### src/rtl/retire_trace_pkg.sv
// Shared record and state types for the retire trace buffer.
// Optional memory-access fields are present when RETIRE_TRACE_MEM_EN is defined.
package retire_trace_pkg;

   localparam int TRC_XLEN  = 32;
   localparam int TRC_SEQ_W = 16;
   localparam int TRC_DEPTH = 16;
   localparam int PTR_W     = $clog2(TRC_DEPTH);

   typedef enum logic {
      NORMAL = 1'b0,
      DROP   = 1'b1
   } trace_state_e;

   typedef struct packed {
      logic [TRC_XLEN-1:0]  pc;
      logic [TRC_XLEN-1:0]  instr;
      logic [4:0]           rd;
      logic [TRC_XLEN-1:0]  data;
      logic [TRC_SEQ_W-1:0] seq;
      logic                 gap;
`ifdef RETIRE_TRACE_MEM_EN
      logic                 mem_wrt;
      logic [TRC_XLEN-1:0]  mem_addr;
      logic [TRC_XLEN-1:0]  mem_data;
`endif
   } trace_rec_t;

endpackage

### src/rtl/retire_trace_buffer_fifo.sv
// Generic synchronous FIFO of trace records; occupancy-based full/empty and
// push+pop in one cycle at any occupancy, including full.
module trace_fifo
   import retire_trace_pkg::*;
#(
   parameter int DEPTH = 16
) (
   input  logic                   clk_i,
   input  logic                   rst_i,
   input  logic                   flush_i,
   input  logic                   push_i,
   input  logic                   pop_i,
   input  trace_rec_t             wr_data_i,
   output trace_rec_t             rd_data_o,
   output logic [$clog2(DEPTH):0] count_o,
   output logic                   full_o,
   output logic                   empty_o
);

   localparam int AW = $clog2(DEPTH);
   localparam int CW = AW + 1;

   trace_rec_t     mem [DEPTH];
   logic [AW-1:0]  wr_ptr;
   logic [AW-1:0]  rd_ptr;
   logic           do_push;
   logic           do_pop;

   assign full_o    = (count_o == CW'(DEPTH));
   assign empty_o   = (count_o == '0);
   assign do_pop    = pop_i & ~empty_o;
   assign do_push   = push_i & (~full_o | do_pop);
   assign rd_data_o = mem[rd_ptr];

   always_ff @(posedge clk_i) begin
      if (rst_i || flush_i) begin
         wr_ptr  <= '0;
         rd_ptr  <= '0;
         count_o <= '0;
      end else begin
         // NOTE: sequential state uses <= so every register samples pre-edge values.
         if (do_push) wr_ptr <= wr_ptr + 1'b1;
         if (do_pop)  rd_ptr <= rd_ptr + 1'b1;
         count_o <= count_o + CW'(do_push) - CW'(do_pop);
      end
   end

   // NOTE: storage is not reset; the count gates every use, so stale slots are never observed.
   always_ff @(posedge clk_i) begin
      if (do_push) mem[wr_ptr] <= wr_data_i;
   end

endmodule

### src/rtl/retire_trace_buffer.sv
// Retire trace buffer: FIFO of retire records with a hysteretic drop mode.
// Define RETIRE_TRACE_MEM_EN to capture memory-store fields with each record.
module retire_trace_buffer
   import retire_trace_pkg::*;
#(
   parameter int XLEN  = TRC_XLEN,
   parameter int DEPTH = 16,
   parameter int SEQ_W = TRC_SEQ_W
) (
   input  logic                   clk_i,
   input  logic                   rst_i,
   input  logic                   flush_i,
   input  logic                   update_i,
   input  logic [XLEN-1:0]        pc_i,
   input  logic [XLEN-1:0]        instr_i,
   input  logic [4:0]             reg_addr_i,
   input  logic [XLEN-1:0]        reg_data_i,
`ifdef RETIRE_TRACE_MEM_EN
   input  logic [XLEN-1:0]        mem_addr_i,
   input  logic [XLEN-1:0]        mem_data_i,
   input  logic                   mem_wrt_i,
   output logic [XLEN-1:0]        trace_mem_addr_o,
   output logic [XLEN-1:0]        trace_mem_data_o,
   output logic                   trace_mem_wrt_o,
`endif
   output logic                   trace_valid_o,
   input  logic                   trace_ready_i,
   output logic [XLEN-1:0]        trace_pc_o,
   output logic [XLEN-1:0]        trace_instr_o,
   output logic [XLEN-1:0]        trace_data_o,
   output logic [4:0]             trace_rd_o,
   output logic [SEQ_W-1:0]       trace_seq_o,
   output logic                   trace_gap_o,
   output logic [$clog2(DEPTH):0] count_o,
   output logic [SEQ_W-1:0]       drop_cnt_o,
   output logic                   dropping_o
);

   localparam int CW = $clog2(DEPTH) + 1;
   localparam logic [CW-1:0] HALF = CW'(DEPTH / 2);

   trace_state_e   state, state_next;
   trace_rec_t     wr_rec, head_rec, held_rec, out_rec;
   logic [CW-1:0]  count_after_pop;
   logic [SEQ_W-1:0] seq;
   logic           full, empty, pop, push, drop, gap_pending;

   assign pop             = ~empty & trace_ready_i;
   assign count_after_pop = count_o - CW'(pop);

   always_comb begin
      // NOTE: defaults first so every path assigns every output and no latch is inferred.
      state_next = state;
      push       = 1'b0;
      drop       = 1'b0;
      if (!flush_i) begin
         case (state)
            NORMAL: if (update_i) begin
               if (!full || pop) begin
                  push = 1'b1;
               end else begin
                  drop       = 1'b1;
                  state_next = DROP;
               end
            end
            DROP: begin
               drop = update_i;
               if (count_after_pop <= HALF) state_next = NORMAL;
            end
            default: state_next = NORMAL;
         endcase
      end else begin
         state_next = NORMAL;
      end
   end

   always_ff @(posedge clk_i) begin
      if (rst_i) state <= NORMAL;
      else       state <= state_next;
   end

   // seq counts every retire, stored or not; flush leaves it alone.
   always_ff @(posedge clk_i) begin
      if (rst_i) begin
         seq         <= '0;
         drop_cnt_o  <= '0;
         gap_pending <= 1'b0;
      end else begin
         if (update_i) seq <= seq + 1'b1;
         if (flush_i) begin
            drop_cnt_o  <= '0;
            gap_pending <= 1'b0;
         end else if (drop) begin
            gap_pending <= 1'b1;
            if (drop_cnt_o != '1) drop_cnt_o <= drop_cnt_o + 1'b1;
         end else if (push) begin
            gap_pending <= 1'b0;
         end
      end
   end

`ifdef RETIRE_TRACE_MEM_EN
   logic            side_wrt;
   logic [XLEN-1:0] side_addr, side_data;

   // Holds the latest store since the previous retire; consumed by the next retire.
   always_ff @(posedge clk_i) begin
      if (rst_i || update_i) begin
         side_wrt  <= 1'b0;
         side_addr <= '0;
         side_data <= '0;
      end else if (mem_wrt_i) begin
         side_wrt  <= 1'b1;
         side_addr <= mem_addr_i;
         side_data <= mem_data_i;
      end
   end
`endif

   always_comb begin
      wr_rec       = '0;
      wr_rec.pc    = pc_i;
      wr_rec.instr = instr_i;
      wr_rec.rd    = reg_addr_i;
      wr_rec.data  = reg_data_i;
      wr_rec.seq   = seq;
      wr_rec.gap   = gap_pending;
`ifdef RETIRE_TRACE_MEM_EN
      wr_rec.mem_wrt  = mem_wrt_i | side_wrt;
      wr_rec.mem_addr = mem_wrt_i ? mem_addr_i : side_addr;
      wr_rec.mem_data = mem_wrt_i ? mem_data_i : side_data;
`endif
   end

   trace_fifo #(.DEPTH(DEPTH)) u_fifo (
      .clk_i     (clk_i),
      .rst_i     (rst_i),
      .flush_i   (flush_i),
      .push_i    (push),
      .pop_i     (pop),
      .wr_data_i (wr_rec),
      .rd_data_o (head_rec),
      .count_o   (count_o),
      .full_o    (full),
      .empty_o   (empty)
   );

   // Keeps the last presented head so fields hold steady while empty.
   always_ff @(posedge clk_i) begin
      if (rst_i)       held_rec <= '0;
      else if (!empty) held_rec <= head_rec;
   end

   assign out_rec       = empty ? held_rec : head_rec;
   assign trace_valid_o = ~empty;
   assign trace_pc_o    = out_rec.pc;
   assign trace_instr_o = out_rec.instr;
   assign trace_data_o  = out_rec.data;
   assign trace_rd_o    = out_rec.rd;
   assign trace_seq_o   = out_rec.seq;
   assign trace_gap_o   = out_rec.gap;
   assign dropping_o    = (state == DROP);
`ifdef RETIRE_TRACE_MEM_EN
   assign trace_mem_addr_o = out_rec.mem_addr;
   assign trace_mem_data_o = out_rec.mem_data;
   assign trace_mem_wrt_o  = out_rec.mem_wrt;
`endif

endmodule
### config.mk
export PLATFORM = sky130hd
export DESIGN_NAME = retire_trace_buffer
export DESIGN_NICKNAME = d
export VERILOG_FILES = /design/src/rtl/retire_trace_pkg.sv /design/src/rtl/retire_trace_buffer_fifo.sv /design/src/rtl/retire_trace_buffer.sv
export SDC_FILE = /design/constraint.sdc
export NUM_CORES = 2
export LEC_CHECK = 0
export BUFFER_PORTS_ARGS = -buffer_cell sky130_fd_sc_hd__buf_2
export CAP_MARGIN = 20
export CORE_UTILIZATION = 50
export DETAILED_ROUTE_END_ITERATION = 10
export PLACE_DENSITY_LB_ADDON = 0.12
export SYNTH_ARGS = -nofsm -noshare
export SYNTH_HDL_FRONTEND = slang
export SYNTH_HIERARCHICAL = 1
export SYNTH_SLANG_ARGS = --single-unit
### constraint.sdc
create_clock -name clk_i -period 36.8 [get_ports clk_i]
set_input_delay 1.84 -clock clk_i [delete_from_list [all_inputs] [get_ports clk_i]]
set_output_delay 1.84 -clock clk_i [all_outputs]
set_load 0.005 [all_outputs]
==> reports/results.ini <==
[status]
status=finished clean

[sta]
hold_violations=0
final.setup.worst_slack_ps=28990
fin_crit_sh_pct=21.2
worstMarginPinSlew_ps=1140
finClkSkew_ps=32.7
setup_viol=0
tns_ps=0
fmax_mhz=128
final_max_slew_viol_count=0
post-route-min-period_ps=7810
rsz0062_at_grt=false
whs_ps=497
max_slew_margin_pct=23.7

[yosys]
post_synth_num_cell_types=45
synth_fp_nets=3697
yosys-top-cells-count=1888 x edfxtp_1, 472 x mux4_2, 236 x a22oi_1
synthTopCellsByArea=edfxtp_1 73%, mux4_2 14%, dfxtp_1 4.4%
yosysMostFrequentCell=edfxtp_1
syn_area_um2=77500
async_flop_share_pct=0
synth_top_area_cell=edfxtp_1
ys.flop_type=edfxtp_1
synth-warning-count=6
ys_ff_latch=2057
ys_seq_area_share_pct=77.5
synthCells=3576
avgSynthCellArea_um2=21.7
synth_edf_count=1888
synth_top_area_share_pct=73.1

[critical_path]
r2r_cells=13
r2r_end=u_fifo/mem[15][101]$_DFFE_PP_
path_class=reg2out
slowest_delay_ps=1030
cp_data_arrival_time_ps=5970
crit_fanout=104
path_common_cell=buf_4
critPathCaptureType=output port
r2r_slack_ps=30920
critPathTopFamily=buffers and inverters
crit_chain=buf_12, buf_4, buf_4, mux4_2, a22oi_1, nand2_1, mux2_2, buf_2
crit_required_ps=34960
crit_buf_inv=4
critPathSlowestCell=dfxtp_4
crit_path_start_kind=register
r2r_start=u_fifo/count_o[2]$_SDFF_PP0_

[clocking]
tritoncts=built
postCtsSetupBuffers=0
cts_root_buf=clkbuf_16
holdBufCountCts=0
cts_resized=0
clockBufferDepth=3
cts_made_buffers=205
h-tree-depth=4
insertion_delay_ps=830
cts_sinks=2057
clk_pin_slew_ps=60

[routing]
ant_nets=0
vias=36900
drcViolationCount=0
wl_per_cell_um=29.2
first_pass_iters=5
first_iter_violations=2973
vias_per_cell=6.02
finalWirelength_um=179000

[global_routing]
antenna_found_initial=34
grt_pass1_vias=37300
grt_max_degree=112
grt_pass1_wl_um=261000
grt_remaining_overflow=0
grt.total_usage_pct=23.1

[min_path]
holdCritStartpoint=u_fifo/rd_ptr[1]$_SDFFE_PP0P_
min_path_cells=2
holdCritPathClass=reg2reg

[floorplanning]
io_pins=247
coreArea_um2=154000
row_count=144
start_util_pct=50.3
dieArea_um2=157000
die_h_um=396
dieWidth_um=396

[finish]
drive_gt1_share_pct=30.1
syn_to_final_growth_pct=13.2
final_nets=4026

[placement]
dp_hpwl_um=85600
place.gp.congestion=0.751
place_ws_ps=29740
port_buffers=246

[power]
cellPowerDensity_nw_per_um2=54.0
leakage_nw=27.4
peakVddDrop_mv=0.0389

[job]
drv_cap=0

## power breakdown
part	internal (mW)	switching, mW	leakage (nW)	total (mW)
Clock	1.17	0.867	3.23	2.03
Combinational	0.0551	0.0824	6.07	0.138
Sequential	2.56	0.00566	18.1	2.57
## tightest hold or removal path: cells and delay by family (launching register included)
kind	cells	cell delay, ps
flops	1	330
compound gates	1	70
simple gates	1	60
## registers in the layout (all words and copies together) (netlist names), named ones only
| signal | flops |
|---|---|
| u_fifo/count_o | 5 |
| drop_cnt_o | 16 |
| u_fifo/rd_ptr | 4 |
| u_fifo/mem | 1888 |
| held_rec | 118 |
| u_fifo/wr_ptr | 4 |
| seq | 16 |
| dropping_o | 1 |
| gap_pending | 1 |
## how the worst max path moves through the flow
stage              from  slack [ps]                          to  cells past startpoint
5_1_grt        register       28500              trace_seq_o[5]                      8
6_report       register       28990              trace_seq_o[5]                      8
2_1_floorplan  update_i       21320  u_fifo/mem[7][0]$_DFFE_PP_                      5
3_5_place_dp   register       29740              trace_seq_o[5]                      8
3_3_place_gp   register       29810              trace_seq_o[5]                      8
4_1_cts        register       28820              trace_seq_o[0]                      8
## layer usage
layer	GRT usage, %	vias up	wire length [µm]
li1	-	15600	-
met1	33.7	19800	77700
met2	36.4	1217	85600
met3	4.85	244	13000
met4	4.73	28	2650
met5	0	-	173
## layout make-up
cell class	count	area (µm²)
clock buffers	262	5570
multi-input cells	1304	16600
clock inverters	124	1030
repair buffers	316	1830
diodes	4	10.0
flip-flops and latches	2057	60100
fillers	11400	66300
well taps	2044	2560
inverters	21	86.3
## through the flow
step                total power [mW]  instance area (µm²)  util, %  std cells
floorplan                       2.69                77500        -       3576
global placement                2.76                81100     52.7       5742
detailed placement              2.76                81100     52.7       5742
CTS                             4.78                87700     57.0       6128
global route                    4.88                87700     57.0       6128
finish                          4.74                87800     57.0       6132
## cells by family after synthesis
group / Yosys count / synth area share (%)
flops: 2057 / 77.5
buf+inv: 215 / 1.29
fa+ha+maj: 16 / 0.265
compound gates: 287 / 2.70
simple gates: 389 / 2.59
xor+xnor: 19 / 0.215
mux: 593 / 15.5
## layout by cell type, fill, tap and decap left out, types with 7 or more instances in the layout
master / count
nand3_1: 17
clkinv_2: 36
nor4_1: 12
buf_4: 65
nor2b_1: 118
nor2_1: 27
clkbuf_16: 209
dfxtp_1: 167
clkbuf_8: 15
mux2_2: 118
inv_1: 20
edfxtp_1: 1888
xor2_1: 7
a22oi_1: 236
nand2_1: 139
ha_1: 14
clkbuf_1: 39
nand4_1: 11
o31ai_1: 7
clkinvlp_4: 8
clkinv_1: 54
xnor2_1: 12
or3_1: 13
bufinv_16: 14
a21oi_1: 19
mux4_2: 472
buf_2: 245
o21ai_0: 11
nor3_1: 8
(Power assumes the default switching activity.)
